==> src/rtl/hazard_scoreboard_if.sv <==
// rtl/hazard_scoreboard_if.sv - decode-side issue/completion bundle for the hazard scoreboard
interface hazard_scoreboard_if #(
   parameter int REG_WIDTH = 6,
   parameter int NUM_SRC   = 2,
   parameter int DEPTH     = 3
);
   localparam int SELW = $clog2(DEPTH + 1);

   logic                          issue_valid_i;
   logic [NUM_SRC*REG_WIDTH-1:0]  issue_src_i;
   logic [REG_WIDTH-1:0]          issue_dest_i;
   logic                          issue_long_i;
   logic                          cmpl_valid_i;
   logic [REG_WIDTH-1:0]          cmpl_dest_i;
   logic                          flush_i;
   logic                          stall_o;
   logic [NUM_SRC*SELW-1:0]       fwd_sel_o;
   logic [REG_WIDTH:0]            pending_cnt_o;
   logic                          err_o;

   modport master (
      output issue_valid_i, issue_src_i, issue_dest_i, issue_long_i,
      output cmpl_valid_i, cmpl_dest_i, flush_i,
      input  stall_o, fwd_sel_o, pending_cnt_o, err_o
   );

   modport slave (
      input  issue_valid_i, issue_src_i, issue_dest_i, issue_long_i,
      input  cmpl_valid_i, cmpl_dest_i, flush_i,
      output stall_o, fwd_sel_o, pending_cnt_o, err_o
   );
endinterface

==> src/rtl/hazard_scoreboard.sv <==
// rtl/hazard_scoreboard.sv - RAW/WAW hazard detection with forwarding select and long-latency pending tracking
module hazard_scoreboard #(
   parameter int REG_WIDTH = 6,
   parameter int NUM_SRC   = 2,
   parameter int DEPTH     = 3,
   parameter int FWD_MIN   = 2
) (
   input logic clk,
   input logic n_reset,
   hazard_scoreboard_if.slave sb
);
   localparam int SELW = $clog2(DEPTH + 1);
   localparam int NREG = 1 << REG_WIDTH;

   logic [DEPTH:1]       valid_q, valid_d, long_q, long_d;
   logic [REG_WIDTH-1:0] dest_q [1:DEPTH];
   logic [REG_WIDTH-1:0] dest_d [1:DEPTH];
   logic [NREG-1:0]      pend_q, pend_d;
   logic [REG_WIDTH:0]   cnt_q, cnt_d;
   logic                 err_q, err_d;

   logic [NUM_SRC-1:0]      src_stall;
   logic [NUM_SRC*SELW-1:0] src_sel;
   logic                    waw;
   logic                    stall;
   logic                    set_en;

   function automatic logic [REG_WIDTH:0] popcount(input logic [NREG-1:0] v);
      logic [REG_WIDTH:0] c;
      c = '0;
      for (int i = 0; i < NREG; i++) c = c + {{REG_WIDTH{1'b0}}, v[i]};
      return c;
   endfunction

   for (genvar k = 0; k < NUM_SRC; k++) begin : g_src
      logic [REG_WIDTH-1:0] src;
      logic                 found;
      logic                 hit_long;
      logic [SELW-1:0]      hit_s;
      logic                 stall_k;
      logic [SELW-1:0]      sel_k;

      assign src = sb.issue_src_i[k*REG_WIDTH +: REG_WIDTH];

      always_comb begin
         found    = 1'b0;
         hit_long = 1'b0;
         hit_s    = '0;
         stall_k  = 1'b0;
         sel_k    = '0;
         // Scan oldest to youngest so the youngest match is the one left standing.
         for (int s = DEPTH; s >= 1; s--) begin
            if (valid_q[s] && dest_q[s] == src) begin
               found    = 1'b1;
               hit_s    = SELW'(s);
               hit_long = long_q[s];
            end
         end
         if (src != '0) begin
            if (found) begin
               if (hit_s < SELW'(FWD_MIN) || hit_long) stall_k = 1'b1;
               else                                    sel_k   = hit_s;
            end else if (pend_q[src]) begin
               stall_k = 1'b1;
            end
         end
      end

      assign src_stall[k]             = stall_k;
      assign src_sel[k*SELW +: SELW]  = sel_k;
   end

   always_comb begin
      waw = 1'b0;
      if (sb.issue_long_i && sb.issue_dest_i != '0) begin
         if (pend_q[sb.issue_dest_i]) waw = 1'b1;
         for (int s = 1; s <= DEPTH; s++) begin
            if (valid_q[s] && long_q[s] && dest_q[s] == sb.issue_dest_i) waw = 1'b1;
         end
      end
   end

   assign stall        = sb.issue_valid_i && ((|src_stall) || waw);
   assign sb.stall_o   = stall;
   assign sb.fwd_sel_o = (sb.issue_valid_i && !stall) ? src_sel : '0;
   assign sb.pending_cnt_o = cnt_q;
   assign sb.err_o     = err_q;

   assign set_en = valid_q[DEPTH] && long_q[DEPTH] && dest_q[DEPTH] != '0;

   always_comb begin
      valid_d[1] = sb.issue_valid_i && !stall && !sb.flush_i;
      dest_d[1]  = sb.issue_dest_i;
      long_d[1]  = sb.issue_long_i;
      for (int s = 2; s <= DEPTH; s++) begin
         valid_d[s] = valid_q[s-1] && !sb.flush_i;
         dest_d[s]  = dest_q[s-1];
         long_d[s]  = long_q[s-1];
      end

      pend_d = pend_q;
      err_d  = err_q;
      // A completion racing the retiring load of the same register is legal; set wins.
      if (sb.cmpl_valid_i) begin
         if (pend_q[sb.cmpl_dest_i])
            pend_d[sb.cmpl_dest_i] = 1'b0;
         else if (!(set_en && dest_q[DEPTH] == sb.cmpl_dest_i))
            err_d = 1'b1;
      end
      if (set_en) pend_d[dest_q[DEPTH]] = 1'b1;
      pend_d[0] = 1'b0;
      cnt_d     = popcount(pend_d);
   end

   always_ff @(posedge clk or negedge n_reset) begin
      if (!n_reset) begin
         valid_q <= '0;
         long_q  <= '0;
         for (int s = 1; s <= DEPTH; s++) dest_q[s] <= '0;
         pend_q  <= '0;
         cnt_q   <= '0;
         err_q   <= 1'b0;
      end else begin
         valid_q <= valid_d;
         long_q  <= long_d;
         for (int s = 1; s <= DEPTH; s++) dest_q[s] <= dest_d[s];
         pend_q  <= pend_d;
         cnt_q   <= cnt_d;
         err_q   <= err_d;
      end
   end
endmodule

==> src/flat_wrapper.sv <==
// flat-port wrapper written by rule: the top's interface ports become plain ports
module hazard_scoreboard_flat 
#(
   parameter int REG_WIDTH = 6,
   parameter int NUM_SRC   = 2,
   parameter int DEPTH     = 3,
   parameter int FWD_MIN   = 2
)
  (clk, n_reset, sb_issue_valid_i, sb_issue_src_i, sb_issue_dest_i, sb_issue_long_i, sb_cmpl_valid_i, sb_cmpl_dest_i, sb_flush_i, sb_stall_o, sb_fwd_sel_o, sb_pending_cnt_o, sb_err_o);
  hazard_scoreboard_if #(.REG_WIDTH(REG_WIDTH), .NUM_SRC(NUM_SRC), .DEPTH(DEPTH)) sb_i ();
  input logic clk;
  input logic n_reset;
  input wire logic [$bits(sb_i.issue_valid_i)-1:0] sb_issue_valid_i;
  input wire logic [$bits(sb_i.issue_src_i)-1:0] sb_issue_src_i;
  input wire logic [$bits(sb_i.issue_dest_i)-1:0] sb_issue_dest_i;
  input wire logic [$bits(sb_i.issue_long_i)-1:0] sb_issue_long_i;
  input wire logic [$bits(sb_i.cmpl_valid_i)-1:0] sb_cmpl_valid_i;
  input wire logic [$bits(sb_i.cmpl_dest_i)-1:0] sb_cmpl_dest_i;
  input wire logic [$bits(sb_i.flush_i)-1:0] sb_flush_i;
  output wire logic [$bits(sb_i.stall_o)-1:0] sb_stall_o;
  output wire logic [$bits(sb_i.fwd_sel_o)-1:0] sb_fwd_sel_o;
  output wire logic [$bits(sb_i.pending_cnt_o)-1:0] sb_pending_cnt_o;
  output wire logic [$bits(sb_i.err_o)-1:0] sb_err_o;
  assign sb_i.issue_valid_i = sb_issue_valid_i;
  assign sb_i.issue_src_i = sb_issue_src_i;
  assign sb_i.issue_dest_i = sb_issue_dest_i;
  assign sb_i.issue_long_i = sb_issue_long_i;
  assign sb_i.cmpl_valid_i = sb_cmpl_valid_i;
  assign sb_i.cmpl_dest_i = sb_cmpl_dest_i;
  assign sb_i.flush_i = sb_flush_i;
  assign sb_stall_o = sb_i.stall_o;
  assign sb_fwd_sel_o = sb_i.fwd_sel_o;
  assign sb_pending_cnt_o = sb_i.pending_cnt_o;
  assign sb_err_o = sb_i.err_o;
  hazard_scoreboard #(.REG_WIDTH(REG_WIDTH), .NUM_SRC(NUM_SRC), .DEPTH(DEPTH), .FWD_MIN(FWD_MIN)) u_core (.clk(clk), .n_reset(n_reset), .sb(sb_i));
endmodule
==> config.mk <==
export PLATFORM = sky130hd
export DESIGN_NAME = hazard_scoreboard_flat
export DESIGN_NICKNAME = d
export VERILOG_FILES = /design/src/rtl/hazard_scoreboard_if.sv /design/src/rtl/hazard_scoreboard.sv /design/src/flat_wrapper.sv
export SDC_FILE = /design/constraint.sdc
export NUM_CORES = 1
export LEC_CHECK = 0
export BUFFER_PORTS_ARGS = -buffer_cell sky130_fd_sc_hd__buf_2
export CAP_MARGIN = 5
export CORE_UTILIZATION = 59
export CTS_BUF_LIST = sky130_fd_sc_hd__clkbuf_8
export DETAILED_ROUTE_END_ITERATION = 7
export MAX_ROUTING_LAYER = met4
export PLACE_DENSITY = 0.84
export SYNTH_ARGS = -nofsm -noshare
export SYNTH_HDL_FRONTEND = slang
export SYNTH_SLANG_ARGS = --single-unit
==> constraint.sdc <==
create_clock -name clk -period 7.1 [get_ports clk]
set_input_delay 1.42 -clock clk [delete_from_list [all_inputs] [get_ports clk]]
set_output_delay 1.42 -clock clk [all_outputs]
set_load 0.01 [all_outputs]
# Word-level counts from Yosys, hierarchy flattened
# Index checks and enable logic that the tools add are counted.
# word_totals
regBits,95
latchBits,0
ram_bits,0
romBits,0
in_bits,30
wordCells,180
mem_count,0
# classes
add_sub_neg,62
multipliers,0
div_mod_pow,0
magnitude_cmp,9
n_eq_ne,10
shift,0
mux,53
n_bitwise,5
n_reduce_logical,33
# ops
cell,count
adder 7 x 1 -> 7 bit,61
2-to-1 mux 64 bit,3
bitwise AND 64 bit,1
NOT 64 bit,1
bitwise OR 64 bit,1
equality test 6 bit,10
< comparator 6 x 7 -> 1 bit (second input constant),5
2-to-1 mux 1 bit,31
binary-select mux 1 bit (select 6 bit),4
2-to-1 mux 2 bit,12
nonzero test 6 bit,4
logical AND 1 bit,22
demux 1 bit (select 6 bit),2
>= comparator 6 x 1 -> 1 bit (second input constant),2
< comparator 2 bit (second input constant),2
2-to-1 mux 4 bit,1
logical OR 1 bit,3
AND reduction 3 bit,1
adder 1 x 1 -> 2 bit,1
zero test 1 bit,2
NOT 1 bit,2
OR reduction 2 bit,1

# Longest topological paths before layout
# Gate-level depths: netlist (run 1).
# logic_depth
depth_word,72
ltp_mapped,33

# Least setup slack after synthesis (run 1)
# No wires, ideal clock.
# synth_path
path_type,input to register
from,input sb_cmpl_dest_i[1]
to,register u_core.cnt_q[5] (netlist: u_core.sb.pending_cnt_o[5])
arrival_time_ns,8.710
path_slack_ns,-1.689
path_stages,27
path_buffers,4
cell_sequence,buf_2 -> buf_2 -> buf_1 -> mux2_2 -> nand2_1 -> nand2_1 -> nor3b_2 -> nand2_1 -> clkbuf_1 -> a21oi_1 -> ha_1 -> fa_1 -> fa_1 -> fa_1 -> fa_1 -> fa_1 -> fa_1 -> fa_1 -> inv_1 -> fa_1 -> inv_1 -> ha_1 -> a21o_1 -> a21oi_1 -> o21bai_1 -> a21oi_1 -> xor2_1
# synth_via
elab_chain_len,72
# synth_rtl
item,line_no,text
from (decl),flat_wrapper.sv:18,input wire logic [$bits(sb_i.cmpl_dest_i)-1:0] sb_cmpl_dest_i;
< comparator 6 x 7 -> 1 bit (implied by the code) / >= comparator 6 x 1 -> 1 bit (equally long branches),hazard_scoreboard.sv:106,pend_d[sb.cmpl_dest_i] = 1'b0;
logical AND 1 bit (implied by the code),hazard_scoreboard.sv:106,
2-to-1 mux 1 bit (implied by the code),hazard_scoreboard.sv:106,
demux 1 bit (select 6 bit),--,
NOT 64 bit (no line),--,
bitwise AND 64 bit (no line),--,
2-to-1 mux 64 bit *,hazard_scoreboard.sv:105,if (pend_q[sb.cmpl_dest_i])
2-to-1 mux 64 bit *,hazard_scoreboard.sv:104,if (sb.cmpl_valid_i) begin
bitwise OR 64 bit (no line),--,
2-to-1 mux 64 bit *,hazard_scoreboard.sv:110,if (set_en) pend_d[dest_q[DEPTH]] = 1'b1;
via u_core.pend_d[2],hazard_scoreboard.sv:18,"logic [NREG-1:0] pend_q, pend_d;"
adder 1 x 1 -> 2 bit *,hazard_scoreboard.sv:31,"for (int i = 0; i < NREG; i++) c = c + {{REG_WIDTH{1'b0}}, v[i]};"
adder 7 x 1 -> 7 bit * (61 in a row),hazard_scoreboard.sv:31,
via u_core.cnt_d[5],hazard_scoreboard.sv:19,"logic [REG_WIDTH:0] cnt_q, cnt_d;"
to (signal assigned),hazard_scoreboard.sv:128,cnt_q <= cnt_d;
to (decl),hazard_scoreboard.sv:19,
# Mark *: on every way through the listed nets, which the timed path passes. The rest lies on a longest branch. The select of a mux whose other input is x is not followed.
# A chain may end at the register's enable or synchronous reset.

# Final worst setup path (run 1)
# layout_path
from,input sb_cmpl_dest_i[2]
to,register u_core.cnt_q[4] (netlist: u_core.sb.pending_cnt_o[4])
# layout_via
elab_chain_len,72
# layout_rtl
item,line_no
< comparator 6 x 7 -> 1 bit (implied by the code) / >= comparator 6 x 1 -> 1 bit (equally long branches),hazard_scoreboard.sv:106
logical AND 1 bit (implied by the code),hazard_scoreboard.sv:106
2-to-1 mux 1 bit (implied by the code),hazard_scoreboard.sv:106
demux 1 bit (select 6 bit),--
NOT 64 bit (no line),--
bitwise AND 64 bit (no line),--
2-to-1 mux 64 bit *,hazard_scoreboard.sv:105
2-to-1 mux 64 bit *,hazard_scoreboard.sv:104
bitwise OR 64 bit (no line),--
2-to-1 mux 64 bit *,hazard_scoreboard.sv:110
adder 1 x 1 -> 2 bit,hazard_scoreboard.sv:31
adder 7 x 1 -> 7 bit (60 in a row),hazard_scoreboard.sv:31
adder 7 x 1 -> 7 bit *,hazard_scoreboard.sv:31
via u_core.cnt_d[4],hazard_scoreboard.sv:19
# Marks and branches as above.

==> results of run 1 <==
-- how the worst max path moves through the flow --
stage                                       endpoint  cells past startpoint  slack, ps
after floorplan           u_core.sb.pending_cnt_o[5]                     26      -1180
after global placement    u_core.sb.pending_cnt_o[6]                     32      -1790
after detailed placement  u_core.sb.pending_cnt_o[6]                     32      -2090
after CTS                 u_core.sb.pending_cnt_o[4]                     31      -1210
after global routing      u_core.sb.pending_cnt_o[4]                     31      -1440
final                     u_core.sb.pending_cnt_o[4]                     29      -1200
-- per-stage QoR --
stage / setup WS (ps) / hold slack [ps] / setup TNS [ps] / cells
finish: -1200 / 464 / -6840 / 1320
detailed placement: -2090 / 410 / -12410 / 1292
CTS: -1210 / 444 / -6880 / 1316
floorplan: -1180 / 354 / -6630 / 905
global placement: -1790 / 425 / -11020 / 1292
global route: -1440 / 460 / -8140 / 1320
-- flip-flops by register name, indices dropped and copies added (netlist names) --
| signal | cells |
|---|---|
| u_core.long_q | 3 |
| u_core.dest_d | 12 |
| u_core.sb.err_o | 1 |
| u_core.dest_q | 6 |
| u_core.sb.pending_cnt_o | 7 |
| u_core.pend_q | 63 |
| u_core.valid_q | 3 |
-- metal layers --
layer  share of wire (%)  vias to the layer above  global-route usage (%)
met5                   0                        -                       -
met4                 5.5                        0                    24.2
met3                  14                      140                    13.7
met2                  44                      750                    68.9
met1                  36                     4311                    61.6
li1                    -                     3714                       -
-- critical path, delay by kind of cell --
kind                     cells  cell delay (ps)
AND/OR/NAND/NOR              3              460
XOR/XNOR                     1              130
adder cells (fa/ha/maj)     10             4520
AO/OA/AOI/OAI                5              990
multiplexers                 1              290
buffers and inverters        9              840
-- synthesized netlist by cell type (10+ instances only) --
master    count  area share (%)
a211oi_1     13             1.1
a21oi_1      51             2.9
buf_2        21             1.2
clkbuf_1     23            0.98
dfrtp_1      95              27
fa_1         53              12
ha_1         17             2.4
inv_1        86             3.7
mux2_2       11             1.4
mux2i_1      17             1.9
mux4_2       46              12
nand2_1      57             2.4
nand3_1      29             1.6
nand4_1      12            0.85
nor2_1       46             2.0
nor2b_1      17             1.2
nor3_1       24             1.4
nor4_1       12            0.85
o21ai_0      44             2.5
o22ai_1      10            0.71
or3_1        11            0.78
xnor2_1      36             3.6
xor2_1       28             2.8
-- final cells by class --
class                      instances  area (sq um)
clock inverter                     5          32.5
antenna                            1          2.50
tap                              184           230
fill                             996          3300
multi-input combinational        665          6070
sequential                        95          2380
clock buffer                      11           151
timing repair buffer             273          2100
inverter                          86           323
-- kinds of logic after synthesis --
group | Yosys count | share of synthesized area (%)
and+or+nand+nor | 253 | 15.1
adders and majority gates | 70 | 14.4
buffers and inverters | 145 | 6.85
AOI/OAI and AO/OA | 203 | 15.2
muxes | 75 | 15.2
DFF | 95 | 26.9
xor gates and xnor gates | 64 | 6.34
-- repair_timing --
action	4_1_cts	5_1_grt
setup buffers	8	3
endpoints found under the setup margin	7	7
cloned	1	0
pin swaps	16	19
gates resized for setup	29	38
==> qor.yml, run 1 <==
status: "finished with violations"
violations: "setup timing"
syn_area_per_cell_sq_um: 9.76
worstMarginPinSlew_ps: 983
cpMaxStageDelayCell: "fa_1"
grt_first_pass_wirelength_um: 52800
crit_type: "in2reg"
rows: 44
holdBufCountCts: 0
dpl.hpwl_um: 27400
worst_slack_ps: -1200
cpMostUsedCell: "fa_1"
slowest_delay_ps: 590
io_buffers: 42
syn_inst: 905
holdPathStages: 0
worstSetupEndpointType: "flop"
placedInstanceArea_sq_um: 10700
via_count: 8915
utilization_pct: 77.3
yosys_warnings: 0
ys_ff_latch: 95
timing.final.crit_share_pct: 117
synth_fp_nets: 1005
synth_cell_types: 70
drtAntennaViolNets: 0
cap_violations: 0
synth_ff_type: "dfrtp_1"
cts.clk_slew.worst_paths_ps: 100
cts_buffers: 9
cp.arrival_ps: 8640
rsz0062_at_grt: "true"
crit_path_start_kind: "input pin"
antenna_found_initial: 1
wl_um: 35200
hold_class: "reg2reg"
reg2regPathDepth: 28
synth_seq_area_share_pct: 26.9
ctsLongestPathBuffers: 2
cp.required_ps: 7430
finalClockSkew_ps: 10.4
final_cell_mix: "buf_4 (217), dfrtp_1 (95), inv_1 (78), nand2_1 (55), fa_1 (48)"
grt_pass1_vias: 8865
async_reset_ff_share_pct: 100
fp.dieW_um: 124
dieArea_sq_um: 15500
rrSetupSlack_ps: -480
fmax_mhz: 120
cts_root_buf: "clkbuf_8"
hold_violations: 0
timing.rr.start: "u_core.dest_q[0]"
core_area_sq_um: 14600
worstHoldStart: "u_core.long_q[1]"
overflow: 0
layout.nets: 1230
cts_sinks: 95
synth_edf_count: 0
firstDrtPassIters: 7
wl_per_cell_um: 26.6
crit_path_start: "sb_cmpl_dest_i[2]"
r2r-end: "u_core.sb.pending_cnt_o[4]"
vias_per_cell: 6.75
relSlewSlack_pct: 34.4
drcViolationCount: 0
ctsHtreeMaxLevel: 3
io_pins: 43
drt_iter0_drc: 1216
period_minus_slack_ps: 8300
syn2layout_area_growth_pct: 27.7
drive_gt1_share_pct: 35.7
cp_max_fo: 8
maxSlewViolCount: 0
grtUsageTotal_pct: 47.7
start_util_pct: 60.6
grt_max_degree: 73
gp_congestion: 1.07
final_common_cell: "buf_4"
hold_end: "u_core.long_q[2]"
worstSkewPairLatency_ps: 400
final_area_sq_um: 11300
dieHeight_um: 124
tritoncts: "done"
syn_area_sq_um: 8830
setup_viol: 7
Power of run 1 is left out: the tool's default activity adds up to more than one toggle a clock period on the data nets, which glitch-free logic cannot reach.
==> run 2: changes to the inputs <==
--- a/config.mk
+++ b/config.mk
@@ -12,6 +12,7 @@
 export DETAILED_ROUTE_END_ITERATION = 7
 export MAX_ROUTING_LAYER = met4
 export PLACE_DENSITY = 0.84
+export SKIP_LAST_GASP = 1
 export SYNTH_ARGS = -nofsm -noshare
 export SYNTH_HDL_FRONTEND = slang
 export SYNTH_SLANG_ARGS = --single-unit
==> run 2 against run 1 <==
Net effect:
- the run still ends with setup timing left
- die area unchanged
- setup slack worse by 2.3 ps
- non-clock buffer count is the same
- largest cell class unchanged
- highest routed layer unchanged
==> qor.yml, run 2 (synthesis results as in run 1) <==
wl_um: 34800
status: "finished with violations"
slowest_delay_ps: 520
ctsLongestPathBuffers: 2
setup_viol: 7
drcViolationCount: 0
numPlacedInstances: 1292
io_buffers: 42
grt_max_degree: 73
rsz0062_at_grt: "true"
worst_slack_ps: -1210
crit_type: "in2reg"
violations: "setup timing"
holdPathStages: 0
holdBufCountCts: 0
worstMarginPinSlew_ps: 982
tritoncts: "done"
grtUsageTotal_pct: 47.7
hold_class: "reg2reg"
largest_reg_flops: 63
relSlewSlack_pct: 34.5
syn2layout_area_growth_pct: 27.7
hold_violations: 0
dieArea_sq_um: 15500
final_cell_mix: "buf_4 (217), dfrtp_1 (95), inv_1 (78), nand2_1 (55), fa_1 (48)"
finalClockSkew_ps: 12.1
worstSkewPairLatency_ps: 400
cap_violations: 0
timing.final.crit_share_pct: 117
drt_iter0_drc: 1174
final_common_cell: "buf_4"
cpMaxStageDelayCell: "fa_1"
grt_pass1_vias: 8865
io_pins: 43
cp.required_ps: 7430
vias_per_cell: 6.75
cts.clk_slew.worst_paths_ps: 100
dieHeight_um: 124
cpMostUsedCell: "fa_1"
worstSetupEndpointType: "flop"
antenna_found_initial: 1
period_minus_slack_ps: 8310
final_cells: 1320
cts_buffers: 9
setup_tns_ps: -6820
fmax_mhz: 120
rows: 44
firstDrtPassIters: 5
ctsHtreeMaxLevel: 3
maxSlewViolCount: 0
cts_sinks: 95
overflow: 0
reg2regPathDepth: 28
core_area_sq_um: 14600
drive_gt1_share_pct: 35.7
start_util_pct: 60.6
grt_first_pass_wirelength_um: 52800
gp_congestion: 1.07
via_count: 8907
cp.arrival_ps: 8630
cp_max_fo: 8
largest-register: "u_core.pend_q"
drtAntennaViolNets: 0
layout.nets: 1230
crit_path_start_kind: "input pin"
wl_per_cell_um: 26.4
fp.dieW_um: 124
cts_root_buf: "clkbuf_8"
dpl.hpwl_um: 27400
==> run 2: cell counts in the layout (fill, tap and decap cells not counted) <==
No cell type changed its count.
==> run 2: metrics by stage <==
stage	cell area, sq um	util, %	hold slack [ps]	setup WS (ps)
2_1_floorplan	8920	-	354	-1180
3_3_place_gp	10700	73.6	425	-1790
3_5_place_dp	10700	73.6	410	-2090
4_1_cts	11100	76.2	444	-1220
5_1_grt	11300	77.3	460	-1460
6_report	11300	77.3	466	-1210
==> run 2: final timing paths <==
path,from,endpoint,slack [ps]
worst max-delay path,sb_cmpl_dest_i[2],u_core.sb.pending_cnt_o[4],-1210
worst min-delay path,u_core.long_q[1],u_core.long_q[2],470
worst max register to register,u_core.dest_q[0],u_core.sb.pending_cnt_o[4],-470
worst min register to register,u_core.long_q[1],u_core.long_q[2],470
max in group asynchronous,n_reset,u_core.pend_q[43],4910
min in group asynchronous,n_reset,u_core.pend_q[21],900
==> run 2: worst max-delay path: cells and delay by family <==
kind            cells  cell delay [ps]
buf+inv            11              920
compound gates      5             1010
simple gates        3              460
xor+xnor            1              130
fa+ha+maj          10             4400
mux                 1              290
==> run 2: area by class of cell <==
type | instances | area, sq um
antenna | 1 | 2.50
clock buffer | 11 | 151
clock inverter | 5 | 32.5
fill | 997 | 3300
inverter | 86 | 323
multi-input combinational | 665 | 6070
sequential | 95 | 2380
tap | 184 | 230
timing repair buffer | 273 | 2100
==> run 2: timing repair <==
action	4_1_cts	5_1_grt
cloned	1	0
gates resized for setup	27	40
setup buffers	8	3
endpoints found under the setup margin	7	7
pin swaps	16	19
==> run 2: layer usage <==
| metal | track usage (%) | wire length (um) |
|---|---|---|
| met1 | 61.5 | 12900 |
| met3 | 13.7 | 4520 |
| met5 | - | 0 |
| met2 | 69.0 | 15400 |
| met4 | 24.2 | 1970 |
Power of run 2 is left out for the same reason.
==> run 3: changes to the inputs <==
--- a/config.mk
+++ b/config.mk
@@ -5,11 +5,12 @@
 export SDC_FILE = /design/constraint.sdc
 export NUM_CORES = 1
 export LEC_CHECK = 0
-export BUFFER_PORTS_ARGS = -buffer_cell sky130_fd_sc_hd__buf_2
+export ABC_AREA = 1
 export CAP_MARGIN = 5
-export CORE_UTILIZATION = 59
+export CORE_UTILIZATION = 61
 export CTS_BUF_LIST = sky130_fd_sc_hd__clkbuf_8
 export DETAILED_ROUTE_END_ITERATION = 7
+export DONT_BUFFER_PORTS = 1
 export MAX_ROUTING_LAYER = met4
 export PLACE_DENSITY = 0.84
 export SKIP_LAST_GASP = 1
==> run 3 against run 2 <==
Net effect:
- the flow still finishes with violations (setup timing)
- sequential share of layout area up 1.3 points
- via count increased by 20%
- largest cell class unchanged
- final area fell by 5.9%
==> qor.yml, run 3 <==
hold_violations: 0
syn_area_sq_um: 8990
synth_mux_area_share_pct: 0
numPlacedInstances: 1555
gr-usage-met1_pct: 63.9
firstDrtPassIters: 8
hold_end: "u_core.long_q[2]"
synth_seq_area_share_pct: 26.5
worstSetupEndpointType: "flop"
worstSkewPairLatency_ps: 420
drcViolationCount: 0
worst-path-stages: 26
io_pins: 43
synthAdderAreaFrac_pct: 14.2
ctsLongestPathBuffers: 2
synth_ff_type: "dfrtp_1"
tritoncts: "done"
finalClockSkew_ps: 20.3
worstHoldStart: "u_core.long_q[1]"
grt_pass1_vias: 9926
rrSetupSlack_ps: -410
critPathBufInv: 8
start_util_pct: 63.5
cts.clk_slew.worst_paths_ps: 120
yosys_warnings: 0
maxSlewViolCount: 0
synth_top_family_by_area: "simple AND/OR/NAND/NOR gates"
layout.nets: 1501
syn_inst: 1301
cts_sinks: 95
cpMostUsedCell: "fa_1"
dieHeight_um: 123
utilization_pct: 75.1
via_count: 10700
rsz0062_at_grt: "true"
grt.met2_usage_pct: 76.6
timing.rr.start: "u_core.dest_q[5]"
syn_area_per_cell_sq_um: 6.91
worst_slack_ps: -747
crit_type: "in2reg"
cts_root_buf: "clkbuf_8"
syn2layout_area_growth_pct: 18.2
r2r-end: "u_core.sb.pending_cnt_o[5]"
cpMaxStageDelayCell: "fa_1"
synthTopCellsByCount: "nand2_1 (318), inv_1 (223), nand3_1 (128)"
synth_area_leaders: "dfrtp_1 (26%), nand2_1 (13%), fa_1 (12%)"
async_reset_ff_share_pct: 100
final_cells: 1588
fmax_mhz: 127
top_usage_layer: "met2"
grt_first_pass_wirelength_um: 57200
synth-xor-area-share_pct: 1.66
vias_per_cell: 6.72
yosysTopAreaCellShare_pct: 26.5
yosys.cell_count.top_type: "nand2_1"
synth_compound_area_share_pct: 16.2
gp_congestion: 1.08
overflow: 0
final_common_cell: "nand2_1"
setup_tns_ps: -3680
setup_viol: 6
wl_um: 40600
cp_max_fo: 6
cap_violations: 0
timing.final.crit_share_pct: 111
ctsHtreeMaxLevel: 3
holdPathStages: 0
fp.dieW_um: 123
wl_per_cell_um: 25.6
relSlewSlack_pct: 33.9
antenna_found_initial: 2
worstMarginPinSlew_ps: 988
core_area_sq_um: 14100
reg2regPathDepth: 28
ys_ff_latch: 95
largest-register: "u_core.pend_q"
drt_iter0_drc: 1766
synthSimpleGateAreaFrac_pct: 27.9
violations: "setup timing"
synth_fp_nets: 1401
synth_edf_count: 0
largest_reg_flops: 63
synth.largest_area_cell: "dfrtp_1"
cp.required_ps: 7420
status: "finished with violations"
final_cell_mix: "nand2_1 (317), inv_1 (204), buf_4 (137), nand3_1 (126), dfrtp_1 (94)"
crit_path_start_kind: "input pin"
crit_family: "adder cells"
drtAntennaViolNets: 0
io_buffers: 0
dieArea_sq_um: 15200
cp.arrival_ps: 8160
slowest_delay_ps: 650
hold_class: "reg2reg"
dpl.hpwl_um: 29400
grt_max_degree: 96
rows: 43
cts_buffers: 9
synth_cell_types: 44
drive_gt1_share_pct: 19.8
grtUsageTotal_pct: 54.1
grt_use_met3_pct: 19.1
final.fill_count: 1078
holdBufCountCts: 0
period_minus_slack_ps: 7850
run 3: cell types whose count changed after synthesis, moves of 13 or more:
cell     change
a21oi_1     +13
a31oi_1     +21
inv_1      +137
inv_2       +16
mux2i_1     -17
mux4_2      -46
nand2_1    +261
nand3_1     +99
nor2_1      +31
nor2b_1     -17
o21ai_0     +18
o31ai_1     +38
xnor2_1     -26
xor2_1      -21
run 3: routing by layer:
layer	part of all wire, %	vias to the layer above
li1	-	4407
met1	33	4782
met2	42	1115
met3	16	360
met4	9.3	0
met5	0	-
run 3: cell type report:
type | instances | area, sq um | share of cell area, %
antenna | 2 | 5.00 | 0.0471
clock buffer | 9 | 124 | 1.17
clock inverter | 7 | 86.3 | 0.813
inverter | 240 | 930 | 8.75
multi-input combinational | 910 | 5710 | 53.8
sequential | 95 | 2380 | 22.4
tap | 180 | 225 | 2.12
timing repair buffer | 145 | 1160 | 10.9
run 3: worst max-delay path by stage:
stage	from	end
CTS	sb_cmpl_dest_i[5]	u_core.sb.pending_cnt_o[5]
detailed placement	sb_cmpl_dest_i[5]	u_core.sb.pending_cnt_o[5]
floorplan	sb_cmpl_dest_i[2]	u_core.sb.pending_cnt_o[5]
global placement	sb_cmpl_dest_i[1]	u_core.sb.pending_cnt_o[5]
global route	sb_cmpl_dest_i[5]	u_core.sb.pending_cnt_o[5]
finish	sb_cmpl_dest_i[5]	u_core.sb.pending_cnt_o[5]
run 3: logic make-up (layout without fill, tap and decap cells):
family	Yosys count	count (layout)
flip-flops	95	95
buffers and inverters	296	401
AND/OR/NAND/NOR	581	581
XOR/XNOR	17	17
adder cells (fa/ha/maj)	70	70
AO/OA/AOI/OAI	242	242
other	0	2
run 3: timing repair:
action	4_1_cts	5_1_grt
setup endpoints to repair	6	6
setup buffers	2	13
pin swaps	3	33
gates resized for setup	17	65
run 3: per-stage QoR:
stage | area, sq um | hold slack (ps) | setup slack, ps
2_1_floorplan | 9150 | 354 | -378
3_3_place_gp | 10000 | 377 | -541
3_5_place_dp | 10000 | 373 | -942
4_1_cts | 10300 | 388 | -263
5_1_grt | 10600 | 410 | -887
6_report | 10600 | 387 | -747
Power of run 3 is left out for the same reason.
